**src/rtl/serial_pkg.sv**
```systemverilog
// serial_pkg: state encoding and line levels shared by serial_tx and its sub-module.
// Defining SERIAL_TX_PARITY_EN adds the PARITY state to the encoding.
package serial_pkg;
`ifdef SERIAL_TX_PARITY_EN
    typedef enum logic [2:0] {IDLE, START, DATA, PARITY, STOP} state_t;
`else
    typedef enum logic [1:0] {IDLE, START, DATA, STOP} state_t;
`endif
    localparam logic IDLE_LEVEL  = 1'b1;
    localparam logic START_LEVEL = 1'b0;
    localparam logic STOP_LEVEL  = 1'b1;
endpackage

```
**src/rtl/serial_baud_div.sv**
```systemverilog
// serial_baud_div: one-cycle bit_tick every DIV cycles, marking the last cycle of a bit period.
module serial_baud_div #(
    parameter int DIV = 4
) (
    input  logic clk,
    input  logic reset,
    input  logic restart,
    output logic bit_tick
);
    localparam int CW = DIV > 1 ? $clog2(DIV) : 1;
    logic [CW-1:0] cnt_q, cnt_d;
    always_comb begin
        bit_tick = cnt_q == CW'(DIV - 1);
        cnt_d    = (restart || bit_tick) ? '0 : cnt_q + 1'b1;
    end
    always_ff @(posedge clk) begin
        cnt_q <= reset ? '0 : cnt_d;
    end
endmodule

```
**src/rtl/serial_tx.sv**
```systemverilog
// serial_tx: parallel-to-serial frame transmitter (start, DATA_W bits LSB first, stop).
// Defining SERIAL_TX_PARITY_EN inserts an even-parity bit before the stop bit.
module serial_tx
    import serial_pkg::*;
#(
    parameter int DATA_W = 8,
    parameter int DIV    = 4
) (
    input  logic              clk,
    input  logic              reset,
    input  logic [DATA_W-1:0] in_data,
    input  logic              in_valid,
    output logic              in_ready,
    output logic              txd,
    output logic              busy,
    output logic              done
);
    localparam int BW = $clog2(DATA_W + 1);
    state_t            state_q, state_d;
    logic [DATA_W-1:0] sh_q, sh_d;
    logic [BW-1:0]     bit_q, bit_d;
    logic              bit_tick;
    logic              accept;
`ifdef SERIAL_TX_PARITY_EN
    logic              par_q, par_d;
`endif
    assign in_ready = (state_q == IDLE) && !reset;
    assign accept   = in_valid && in_ready;
    serial_baud_div #(.DIV(DIV)) u_baud (
        .clk      (clk),
        .reset    (reset),
        .restart  (accept),
        .bit_tick (bit_tick)
    );
    always_comb begin
        state_d = state_q;
        sh_d    = sh_q;
        bit_d   = bit_q;
`ifdef SERIAL_TX_PARITY_EN
        par_d   = par_q;
`endif
        txd     = IDLE_LEVEL;
        done    = 1'b0;
        busy    = state_q != IDLE;
        case (state_q)
            IDLE: begin
                if (accept) begin
                    state_d = START;
                    sh_d    = in_data;
                    bit_d   = '0;
`ifdef SERIAL_TX_PARITY_EN
                    par_d   = ^in_data;
`endif
                end
            end
            START: begin
                txd = START_LEVEL;
                if (bit_tick) state_d = DATA;
            end
            DATA: begin
                txd = sh_q[0];
                if (bit_tick) begin
                    sh_d  = sh_q >> 1;
                    bit_d = bit_q + 1'b1;
`ifdef SERIAL_TX_PARITY_EN
                    if (bit_q == BW'(DATA_W - 1)) state_d = PARITY;
`else
                    if (bit_q == BW'(DATA_W - 1)) state_d = STOP;
`endif
                end
            end
`ifdef SERIAL_TX_PARITY_EN
            PARITY: begin
                txd = par_q;
                if (bit_tick) state_d = STOP;
            end
`endif
            STOP: begin
                txd  = STOP_LEVEL;
                done = bit_tick;
                if (bit_tick) state_d = IDLE;
            end
            default: state_d = IDLE;
        endcase
    end
    always_ff @(posedge clk) begin
        if (reset) begin
            state_q <= IDLE;
            sh_q    <= '0;
            bit_q   <= '0;
`ifdef SERIAL_TX_PARITY_EN
            par_q   <= 1'b0;
`endif
        end else begin
            state_q <= state_d;
            sh_q    <= sh_d;
            bit_q   <= bit_d;
`ifdef SERIAL_TX_PARITY_EN
            par_q   <= par_d;
`endif
        end
    end
endmodule

```
**config.mk**
```make
export PLATFORM = sky130hd
export DESIGN_NAME = serial_tx
export DESIGN_NICKNAME = d
export VERILOG_FILES = /design/src/rtl/serial_pkg.sv /design/src/rtl/serial_baud_div.sv /design/src/rtl/serial_tx.sv
export SDC_FILE = /design/constraint.sdc
export NUM_CORES = 1
export LEC_CHECK = 0
export BUFFER_PORTS_ARGS = -buffer_cell sky130_fd_sc_hd__buf_4
export CAP_MARGIN = 15
export CORE_UTILIZATION = 48
export DETAILED_ROUTE_END_ITERATION = 8
export HOLD_SLACK_MARGIN = 0.15
export PLACE_DENSITY = 0.73
export SLEW_MARGIN = 20
export SYNTH_ARGS = -nofsm -noshare
export SYNTH_HDL_FRONTEND = slang
export SYNTH_HIERARCHICAL = 1
export SYNTH_SLANG_ARGS = --single-unit
```
**constraint.sdc**
```tcl
create_clock -name clk -period 1.74 [get_ports clk]
set_input_delay 0.087 -clock clk [delete_from_list [all_inputs] [get_ports clk]]
set_output_delay 0.087 -clock clk [all_outputs]
set_load 0.01 [all_outputs]
```
# == After elaboration in Yosys (flattened, before gate mapping) ==
# Cells that the tools add are included.
# word_totals
out_inout_bits,4
wordCells,40
ff_bits,16
inputBits,11
# classes
n_mux,14
n_addsub,2
n_eq_ne,10
reduce_logical,10
# ops
op,count
$mux W8,2
$pmux W8 S2,1
$mux W2,5
$mux W4,2
$ne A2 B2 Y1 const B,4
$pmux W2 S4,1
$pmux W4 S2,1
$eq A2 B2 Y1 const B,3
$reduce_and A5 Y1,1
$add A4 B1 Y4 const B,1
$eq A4 B3 Y1 const B,1
$reduce_bool A2 Y1,2
$reduce_and A3 Y1,1
$add A2 B1 Y2 const B,1
$eq A2 B1 Y1 const B,1
$logic_and A1 B1 Y1,2
$logic_not A2 Y1,1
$ne A2 B1 Y1 const B,1
$pmux W1 S2,1
$reduce_or A2 Y1,1
$logic_not A1 Y1,1
$logic_or A1 B1 Y1,1
$mux W1,1

# == Longest topological paths before layout ==
# Gate-level depths: netlist of the first run.
# logic_depth
word_depth,5
mapped_depth,7

# == Cells and area by module ==
# Netlist of the first run, hierarchy kept.
# by_module_without_submodules
mod,seq_area_each_um2,n_inst,area_each_um2,cells_each
serial_tx,280.3,1,790.8,82
serial_baud_div,40.0,1,80.1,5

# == Worst setup path after synthesis of the first run ==
# No wires, ideal clock.
# synth_path
kind,register to register
from,reg state_q[0]
to,reg state_q[1]
required_ns,1.609
arrival_time_ns,1.684
path_stages_with_launch,7
slack_ns,-0.075
path_cell_list,dfxtp_1 -> inv_1 -> ha_1 -> or3_1 -> a222oi_1 -> mux2i_1 -> nor2_1
# synth_via
elab_chain_cells,5
# synth_rtl
element,line_no,rtl
start: declaration,serial_tx.sv:19,"state_t state_q, state_d;"
start signal: assignment,serial_tx.sv:95,state_q <= state_d;
$logic_not A2 Y1,"serial_tx.sv:27, serial_tx.sv:45",
$logic_and A1 B1 Y1,serial_tx.sv:27,assign in_ready = (state_q == IDLE) && !reset;
$logic_and A1 B1 Y1,serial_tx.sv:28,assign accept = in_valid && in_ready;
$ne A2 B1 Y1 (no source line),-,
$reduce_and A5 Y1 (no source line),-,
# Parallel ways exist; a longest one is shown, timed or not.
# A chain may end at the register's enable or synchronous reset.

# == Worst setup path after layout of the first run ==
# Same ends and word-level chain as after synthesis.

==> results of run 1 <==
synth_stat cells (2+ instances only):
cell type  number
a211oi_1        5
a211oi_2        3
a21bo_1         2
a21oi_1         3
and2_1          3
dfxtp_1        16
ha_1            6
inv_1           4
mux2i_1        10
nor2_1         15
or3_1           2
cells in the final DEF (no fill, tap or decap), drive strengths merged, types with 2 or more instances in the layout:
| cell | n |
|---|---|
| a21bo | 2 |
| a211oi | 9 |
| or3 | 2 |
| a21oi | 3 |
| ha | 6 |
| mux2i | 10 |
| dfxtp | 16 |
| dlygate4sd3 | 2 |
| and2 | 3 |
| clkbuf | 4 |
| buf | 19 |
| inv | 5 |
| nor2b | 2 |
| nor2 | 15 |
path summary, 6_finish.rpt:
kind                    from              end  depth (start not counted)
max               state_q[0]       state_q[1]                          6
min               in_data[1]          sh_q[1]                          3
max reg2reg       state_q[0]       state_q[1]                          6
min reg2reg  u_baud/cnt_q[0]  u_baud/cnt_q[0]                          1
final cells by class:
class	count	area, um^2
Sequential cell	16	328
Tap cell	25	31.3
Fill cell	146	582
Inverter	5	21.3
Multi-Input combinational cell	63	534
Clock buffer	4	36.3
Timing Repair Buffer	21	175
repair_timing:
action,CTS,global route
setup endpoints to repair,12,13
endpoints found under the hold margin,16,0
gates cloned,0,0
hold buffers,2,0
resized for setup,4,4
pin swaps,2,1
metal layers:
layer  GRT usage  vias up
met4      0.0909        0
met1       0.216      313
met2       0.274        5
met3      0.0245        2
met5           0        -
li1            -      357
flip-flops by register name, summed over array words and instances, names as in the netlist:
| signal | count |
|---|---|
| bit_q | 4 |
| sh_q | 8 |
| state_q | 2 |
| u_baud/cnt_q | 2 |
stage by stage:
stage / cells / util
2_1_floorplan: 87 / -
3_3_place_gp: 128 / 0.616
3_5_place_dp: 128 / 0.616
4_1_cts: 134 / 0.655
5_1_grt: 134 / 0.659
6_report: 134 / 0.659
tightest hold or removal path: stages:
cell and delay, ns:
buf_4 0.10, mux2i_1 0.12, a211oi_1 0.08
cell families (layout without fill, tap and decap cells):
kind of cell               after synthesis  after routing
buffers and inverters                    8             30
and+or+nand+nor                         30             30
muxes                                   11             11
AOI/OAI and AO/OA                       16             16
adders and majority gates                6              6
DFF                                     16             16
report_power, final:
part           switching, uW  internal, uW  total [uW]
logic                    460           459         919
clock network            124           127         252
registers               65.6           472         537
total                    650          1060        1710
==> results.ini, run 1 <==
[layout]
drive_above_1_share=0.376
n_antenna_cell=0
syn2layout_area_growth_pct=29.3
design_area_um2=1130
layout.nets=127

[drt]
met3_length_um=32
num_vias=677
met2_length_um=779
drc_errors=0
drtAntennaViolNets=0
wl_per_cell_um=11.4
wl_um=1530
via_per_inst=5.05
wl_met1_um=700
drtPass1Iterations=4
top_layer=met4
drt_iter0_markers=7

[global_routing]
grt_usage=0.169
grt_overflow=0
grt_max_degree=20
grt_pass1_vias=597
grt_pass1_wl_um=2420
grt_antenna_before_repair=0

[yosys]
synth_top_area_frac=0.368
synth_xor_xnor_area_share=0
yosysSeqAreaShare=0.368
synth_top_family_by_area=simple AND/OR/NAND/NOR gates
synth_compound_area_frac=0.171
yosys.area_share.simple=0.203
synth_area_um2=871
async_reset_ff_frac=0
synth_cell_types=29
ys.warnings.count=6
synth_area_leaders=dfxtp_1 37%, mux2i_1 11%, ha_1 8.6%, nor2_1 6.5%, a211oi_1 4.3%
synth_edf_count=0
synth_ff_type=dfxtp_1
post_synth.cell_area_avg_um2=10.0
synth_adder_area_share=0.0862
synth_area_leader_cell=dfxtp_1
syn-num-nets=104
muxShareOfSynthArea=0.128
synth_cells=87
synth-seq-cells=16

[power]
ir_drop_uv=791
p_per_area_nw_per_um2=1520
power.total_uw=1710
p_leak_uw=0.000440

[critical_path]
cp_data_required_time_ns=1.92
path_max_fanout=4
critical_path_class=reg2reg
slowest_stage=dfxtp_4
worst-r2r-setup-slack_ns=-0.003
cp_cell_sequence=ha_2, or3_1, a222oi_1, buf_4, mux2i_1, nor2_1
critPathLaunchType=register
path_buf_inv=1
arrival_ns=1.93
critPathTopFamily=simple AND/OR/NAND/NOR gates
endpoint_kind=register
slowest_delay_ns=0.38

[timing]
maxSlewHeadroom=0.789
final_max_slew_viol_count=0
final.setup.worst_slack_ns=-0.00293
period_needed_ns=1.74
hold_ws_ns=0.154
report.final.setup_viol=1
finalHoldViolCount=0
tightestPinTransition_ns=0.317
finalCritPeriodShare=1.00
fin_worst_skew_ns=0.00246
rsz0062_at_grt=true
max_freq_mhz=574
fin_setup_tns_ns=-0.00293

[floorplanning]
num_rows=15
initial_core_util=0.510
io_pins=15
die_w_um=44.6
die_y_um=44.6
die_area_um2=1990
coreArea_um2=1710

[clock_tree]
cts_root_buf=clkbuf_4
clkTransAtPathRegs_ns=0.10
numCtsBuffers=3
htreeDepth=1
cts_setup_buffers=0
worst_skew_pair.late_latency_ns=0.28
clockBufferDepth=2
cts.sinks=16
cts_tree=yes

[place]
dp_slack_ns=-0.0492
dpl_cell_area_um2=1050
gp_congestion=0.726
place_hpwl_um=1060
numPortBuffers=14

[run_status]
status=finished, violations left
failed_checks=setup timing

[run]
cap_violations=0

[min_path]
hold_class=in2reg

No activity file was read; power rests on OpenSTA's default activity.
==> inputs of run 2 (changes only) <==
--- a/config.mk
+++ b/config.mk
@@ -8,9 +8,11 @@
 export BUFFER_PORTS_ARGS = -buffer_cell sky130_fd_sc_hd__buf_4
 export CAP_MARGIN = 15
 export CORE_UTILIZATION = 48
+export CTS_CLUSTER_SIZE = 28
 export DETAILED_ROUTE_END_ITERATION = 8
 export HOLD_SLACK_MARGIN = 0.15
 export PLACE_DENSITY = 0.73
+export RECOVER_POWER = 50
 export SLEW_MARGIN = 20
 export SYNTH_ARGS = -nofsm -noshare
 export SYNTH_HDL_FRONTEND = slang
==> run 2 against run 1 <==
Effect of this change: the flow still finishes with violations (setup timing); critical path depth unchanged; final area unchanged; clock skew barely moved; maximum frequency hardly changed; wire length barely moved; first-iteration DRC count unchanged; critical path type unchanged.
==> results.ini, run 2 (synthesis gave the netlist of run 1 again) <==
[run_status]
status=finished, violations left  ; unchanged
failed_checks=setup timing  ; unchanged

[layout]
largest_register_ff_count=8  ; unchanged
layout.nets=127  ; unchanged
finalNonFillerCells=134  ; unchanged
largestRegisters=sh_q (8), bit_q (4)  ; unchanged
design_area_um2=1130  ; unchanged
regMostFlops=sh_q  ; unchanged
drive_above_1_share=0.376  ; unchanged
mostFrequentLayoutCell=buf_4  ; unchanged
syn2layout_area_growth_pct=29.3  ; unchanged
n_antenna_cell=0  ; unchanged
final_cell_mix=18 x buf_4, 14 x nor2_1, 14 x dfxtp_1, 10 x mux2i_1, 5 x a211oi_1  ; unchanged

[place]
dpl_cell_area_um2=1050  ; unchanged
place_hpwl_um=1060  ; unchanged
gp_congestion=0.726  ; unchanged
place_inst=128  ; unchanged
numPortBuffers=14  ; unchanged

[drt]
wl_per_cell_um=11.4  ; about the same
drt_iter0_markers=7  ; unchanged
via_per_inst=5.04  ; was 5.05
drc_errors=0  ; unchanged
drtAntennaViolNets=0  ; unchanged
drtPass1Iterations=4  ; unchanged
wl_um=1530  ; about the same
num_vias=676  ; was 677

[floorplanning]
die_area_um2=1990  ; unchanged
io_pins=15  ; unchanged
die_w_um=44.6  ; unchanged
coreArea_um2=1710  ; unchanged
initial_core_util=0.510  ; unchanged
die_y_um=44.6  ; unchanged
num_rows=15  ; unchanged

[clock_tree]
htreeDepth=1  ; unchanged
clockBufferDepth=2  ; unchanged
cts_root_buf=clkbuf_4  ; unchanged
numCtsBuffers=3  ; unchanged
cts_tree=yes  ; unchanged
cts.sinks=16  ; unchanged
worst_skew_pair.late_latency_ns=0.28  ; about the same
clkTransAtPathRegs_ns=0.10  ; about the same

[timing]
final.setup.worst_slack_ns=-0.00414  ; was -0.00293 ns
finalCritPeriodShare=1.00  ; about the same
report.final.setup_viol=1  ; unchanged
hold_ws_ns=0.154  ; unchanged
tightestPinTransition_ns=0.316  ; was 0.317 ns
max_freq_mhz=573  ; was 574 MHz
fin_worst_skew_ns=0.00236  ; was 0.00246 ns
period_needed_ns=1.74  ; about the same
fin_setup_tns_ns=-0.00414  ; was -0.00293 ns
rsz0062_at_grt=true  ; unchanged
finalHoldViolCount=0  ; unchanged
maxSlewHeadroom=0.789  ; about the same
final_max_slew_viol_count=0  ; unchanged

[power]
p_leak_uw=0.000439  ; was 0.000440 uW
p_per_area_nw_per_um2=1520  ; about the same
p_switching_uw=650  ; about the same
ir_drop_uv=790  ; was 791 uV
power.total_uw=1710  ; about the same
power_frac_clock=0.147  ; about the same
p_seq_frac=0.315  ; about the same
switching_share=0.380  ; about the same
internal-power_uw=1060  ; about the same
pwr-share-comb=0.538  ; about the same

[min_path]
hold_class=in2reg  ; unchanged

[critical_path]
worst-r2r-setup-slack_ns=-0.004  ; was -0.003 ns
cp_cell_sequence=ha_2, or3_1, a222oi_1, buf_4, mux2i_1, nor2_1  ; unchanged
slowest_delay_ns=0.38  ; about the same
path_max_fanout=4  ; unchanged
critPathLaunchType=register  ; unchanged
slowest_stage=dfxtp_4  ; unchanged
endpoint_kind=register  ; unchanged
arrival_ns=1.93  ; about the same
cp_data_required_time_ns=1.92  ; about the same
critical_path_class=reg2reg  ; unchanged

[run]
cap_violations=0  ; unchanged

[global_routing]
grt_overflow=0  ; unchanged
grt_usage=0.169  ; unchanged
grt_pass1_vias=597  ; unchanged
grt_antenna_before_repair=0  ; unchanged
grt_pass1_wl_um=2420  ; unchanged
grt_max_degree=20  ; unchanged

-- run 2: area by class of cell --
type                            instances  area [um^2]
Inverter                                5         21.3
Tap cell                               25         31.3
Sequential cell                        16          328
Fill cell                             146          582
Clock buffer                            4         36.3
Multi-Input combinational cell         63          534
Timing Repair Buffer                   21          175
-- run 2: final timing paths --
check                  start              end  depth (start not counted)
max               state_q[0]       state_q[1]                          6
min               in_data[1]          sh_q[1]                          3
max reg2reg       state_q[0]       state_q[1]                          6
min reg2reg  u_baud/cnt_q[0]  u_baud/cnt_q[0]                          1
-- run 2: critical path: cells and delay by family (launching register included) --
family / cells / cell delay [ns]
adders and majority gates: 1 / 0.18
muxes: 1 / 0.17
and+or+nand+nor: 2 / 0.41
buffers and inverters: 1 / 0.19
AOI/OAI and AO/OA: 1 / 0.32
DFF: 1 / 0.38
-- run 2: what timing repair did --
action	CTS	global route
resized for setup	4	4
hold buffers	2	0
buffers inserted	0	0
pin swaps	2	1
endpoints found under the setup margin	12	13
hold endpoints to repair	16	0
-- run 2: metrics by stage --
stage / utilization / worst slack [ns]
after detailed placement: 0.616 / -0.0492
after floorplan: - / 0.00917
final: 0.659 / -0.00414
after CTS: 0.655 / -0.0194
after global placement: 0.616 / -0.0368
after global routing: 0.659 / -0.0884
-- run 2: routing by layer --
layer / track usage / vias to the layer above / part of all wire
met5: 0 / - / 0
met1: 0.216 / 312 / 0.46
met4: 0.0909 / 0 / 0.0079
met2: 0.274 / 5 / 0.51
met3: 0.0245 / 2 / 0.021
li1: - / 357 / -
-- run 2: power groups by stage --
stage               clock network [uW]  registers [uW]  logic, uW
detailed placement                   0             535        903
floorplan                            0             520        638
global route                       276             552       1000
global placement                     0             529        884
CTS                                255             530        927
finish                             251             537        919
==> inputs of run 3 (changes only) <==
--- a/config.mk
+++ b/config.mk
@@ -10,6 +10,7 @@
 export CORE_UTILIZATION = 48
 export CTS_CLUSTER_SIZE = 28
 export DETAILED_ROUTE_END_ITERATION = 8
+export GPL_TIMING_DRIVEN = 0
 export HOLD_SLACK_MARGIN = 0.15
 export PLACE_DENSITY = 0.73
 export RECOVER_POWER = 50
==> run 3 against run 2 <==
Effect of this change: the run still ends with setup timing left; die area unchanged; critical path depth increased by 1; combinational power increased by 5.1%; wire length increased by 9.8%; sequential power about the same; critical path type unchanged; largest cell class unchanged.
==> results.ini, run 3 (synthesis gave the netlist of run 1 again) <==
[run_status]
status=finished, violations left  ; unchanged
failed_checks=setup timing  ; unchanged

[floorplanning]
io_pins=15  ; unchanged
num_rows=15  ; unchanged
die_area_um2=1990  ; unchanged
coreArea_um2=1710  ; unchanged
initial_core_util=0.510  ; unchanged
die_w_um=44.6  ; unchanged
die_y_um=44.6  ; unchanged

[timing]
fin_worst_skew_ns=0.00723  ; was 0.00236 ns
maxSlewHeadroom=0.625  ; was 0.789
final_max_slew_viol_count=0  ; unchanged
report.final.setup_viol=2  ; was 1
rsz0062_at_grt=true  ; unchanged
tightestPinTransition_ns=0.563  ; was 0.316 ns
period_needed_ns=1.79  ; was 1.74 ns
final.setup.worst_slack_ns=-0.0508  ; was -0.00414 ns
finalHoldViolCount=0  ; unchanged
fin_setup_tns_ns=-0.0787  ; was -0.00414 ns
max_freq_mhz=558  ; was 573 MHz
finalCritPeriodShare=1.03  ; was 1.00

[power]
ir_drop_uv=884  ; was 790 uV
p_leak_uw=0.000463  ; was 0.000439 uW
power.total_uw=1760  ; was 1710 uW
p_per_area_nw_per_um2=1510  ; was 1520 nW/um^2

[layout]
regMostFlops=sh_q  ; unchanged
design_area_um2=1160  ; was 1130 um^2
mostFrequentLayoutCell=buf_4  ; unchanged
layout.nets=132  ; was 127
syn2layout_area_growth_pct=33.5  ; was 29.3%
largestRegisters=sh_q (8), bit_q (4)  ; unchanged
largest_register_ff_count=8  ; unchanged
drive_above_1_share=0.351  ; was 0.376
n_antenna_cell=0  ; unchanged
final_cell_mix=17 x buf_4, 15 x nor2_1, 14 x dfxtp_1, 10 x mux2i_1, 5 x dlygate4sd3_1  ; was 18 x buf_4, 14 x nor2_1, 14 x dfxtp_1, 10 x mux2i_1, 5 x a211oi_1

[place]
gp_congestion=0.765  ; was 0.726
place_hpwl_um=1110  ; was 1060 um
dp_slack_ns=-0.168  ; was -0.0492 ns
numPortBuffers=14  ; unchanged
dpl_cell_area_um2=1020  ; was 1050 um^2

[drt]
top_layer=met4  ; unchanged
drtAntennaViolNets=0  ; unchanged
drt_iter0_markers=13  ; was 7
wl_per_cell_um=12.1  ; was 11.4 um
wl_um=1680  ; was 1530 um
drtPass1Iterations=4  ; unchanged
num_vias=722  ; was 676
drc_errors=0  ; unchanged
wl_met1_um=783  ; was 702 um
met2_length_um=815  ; was 779 um
met3_length_um=34  ; was 32 um
via_per_inst=5.19  ; was 5.04

[critical_path]
arrival_ns=1.97  ; was 1.93 ns
cp_cell_sequence=inv_2, ha_1, or3_1, a222oi_1, buf_4, mux2i_1, nor2_1  ; was ha_2, or3_1, a222oi_1, buf_4, mux2i_1, nor2_1
slowest_stage=dfxtp_4  ; unchanged
slowest_delay_ns=0.39  ; was 0.38 ns
critical_path_class=reg2reg  ; unchanged
cp_data_required_time_ns=1.92  ; about the same
path_buf_inv=2  ; was 1
endpoint_kind=register  ; unchanged
path_max_fanout=4  ; unchanged
critPathLaunchType=register  ; unchanged
critPathTopFamily=flip-flops  ; was simple AND/OR/NAND/NOR gates

[run]
cap_violations=0  ; unchanged

[clock_tree]
cts.sinks=16  ; unchanged
clkTransAtPathRegs_ns=0.10  ; about the same
numCtsBuffers=3  ; unchanged
cts_root_buf=clkbuf_4  ; unchanged
cts_tree=yes  ; unchanged
htreeDepth=1  ; unchanged
worst_skew_pair.late_latency_ns=0.30  ; was 0.28 ns
clockBufferDepth=2  ; unchanged

[min_path]
hold_class=in2reg  ; unchanged

[global_routing]
grt_pass1_wl_um=2590  ; was 2420 um
grt_pass1_vias=631  ; was 597
grt_antenna_before_repair=0  ; unchanged
grt_max_degree=11  ; was 20
grt_overflow=0  ; unchanged
grt_usage=0.180  ; was 0.169

-- run 3: changes by cell type in the layout (fill, tap and decap cells not counted), sizes merged --
cell,change
dlygate4sd3,+3
buf,+1
clkbuf,+1
-- run 3: worst paths after layout --
| kind | from | endpoint | slack [ns] | cells past startpoint |
|---|---|---|---|---|
| max | state_q[1] | state_q[1] | -0.05 | 7 |
| min | in_data[7] | sh_q[7] | 0.15 | 4 |
| max reg2reg | state_q[1] | state_q[1] | -0.05 | 7 |
| min reg2reg | u_baud/cnt_q[0] | u_baud/cnt_q[0] | 0.44 | 1 |
-- run 3: layer usage --
metal / global-route usage / vias to the layer above
met2: 0.297 / 11
li1: - / 363
met3: 0.0245 / 4
met1: 0.219 / 344
met4: 0.109 / 0
met5: 0 / -
-- run 3: stage by stage --
step,util,hold slack (ns),cells
after floorplan,-,0.152,87
after global placement,0.599,0.339,126
after detailed placement,0.599,0.349,126
after CTS,0.662,0.155,138
after global routing,0.681,0.185,139
final,0.681,0.149,139
-- run 3: layout make-up --
cell class,instances,area (um^2)
fill,144,546
multi-input combinational,63,537
sequential,16,328
buffer,3,20.0
timing repair buffer,23,189
clock buffer,4,36.3
tap,25,31.3
inverter,5,21.3
-- run 3: report_power, final --
group / leakage [uW] / switching [uW] / total (uW) / internal [uW]
clock network: 0.0000210 / 129 / 256 / 128
registers: 0.000133 / 64.4 / 536 / 472
logic: 0.000309 / 491 / 966 / 475
total: 0.000463 / 684 / 1760 / 1070
-- run 3: worst min-delay path, stage by stage --
cell and delay, ns:
buf_4 0.07, nor2b_1 0.11, mux2i_1 0.07, nor2_1 0.07
-- run 3: what timing repair did --
item | CTS | global route
pin swaps | 4 | 2
endpoints found under the setup margin | 12 | 6
hold buffers | 5 | 0
resized for setup | 0 | 8
buffers inserted | 3 | 1
endpoints found under the hold margin | 7 | 0
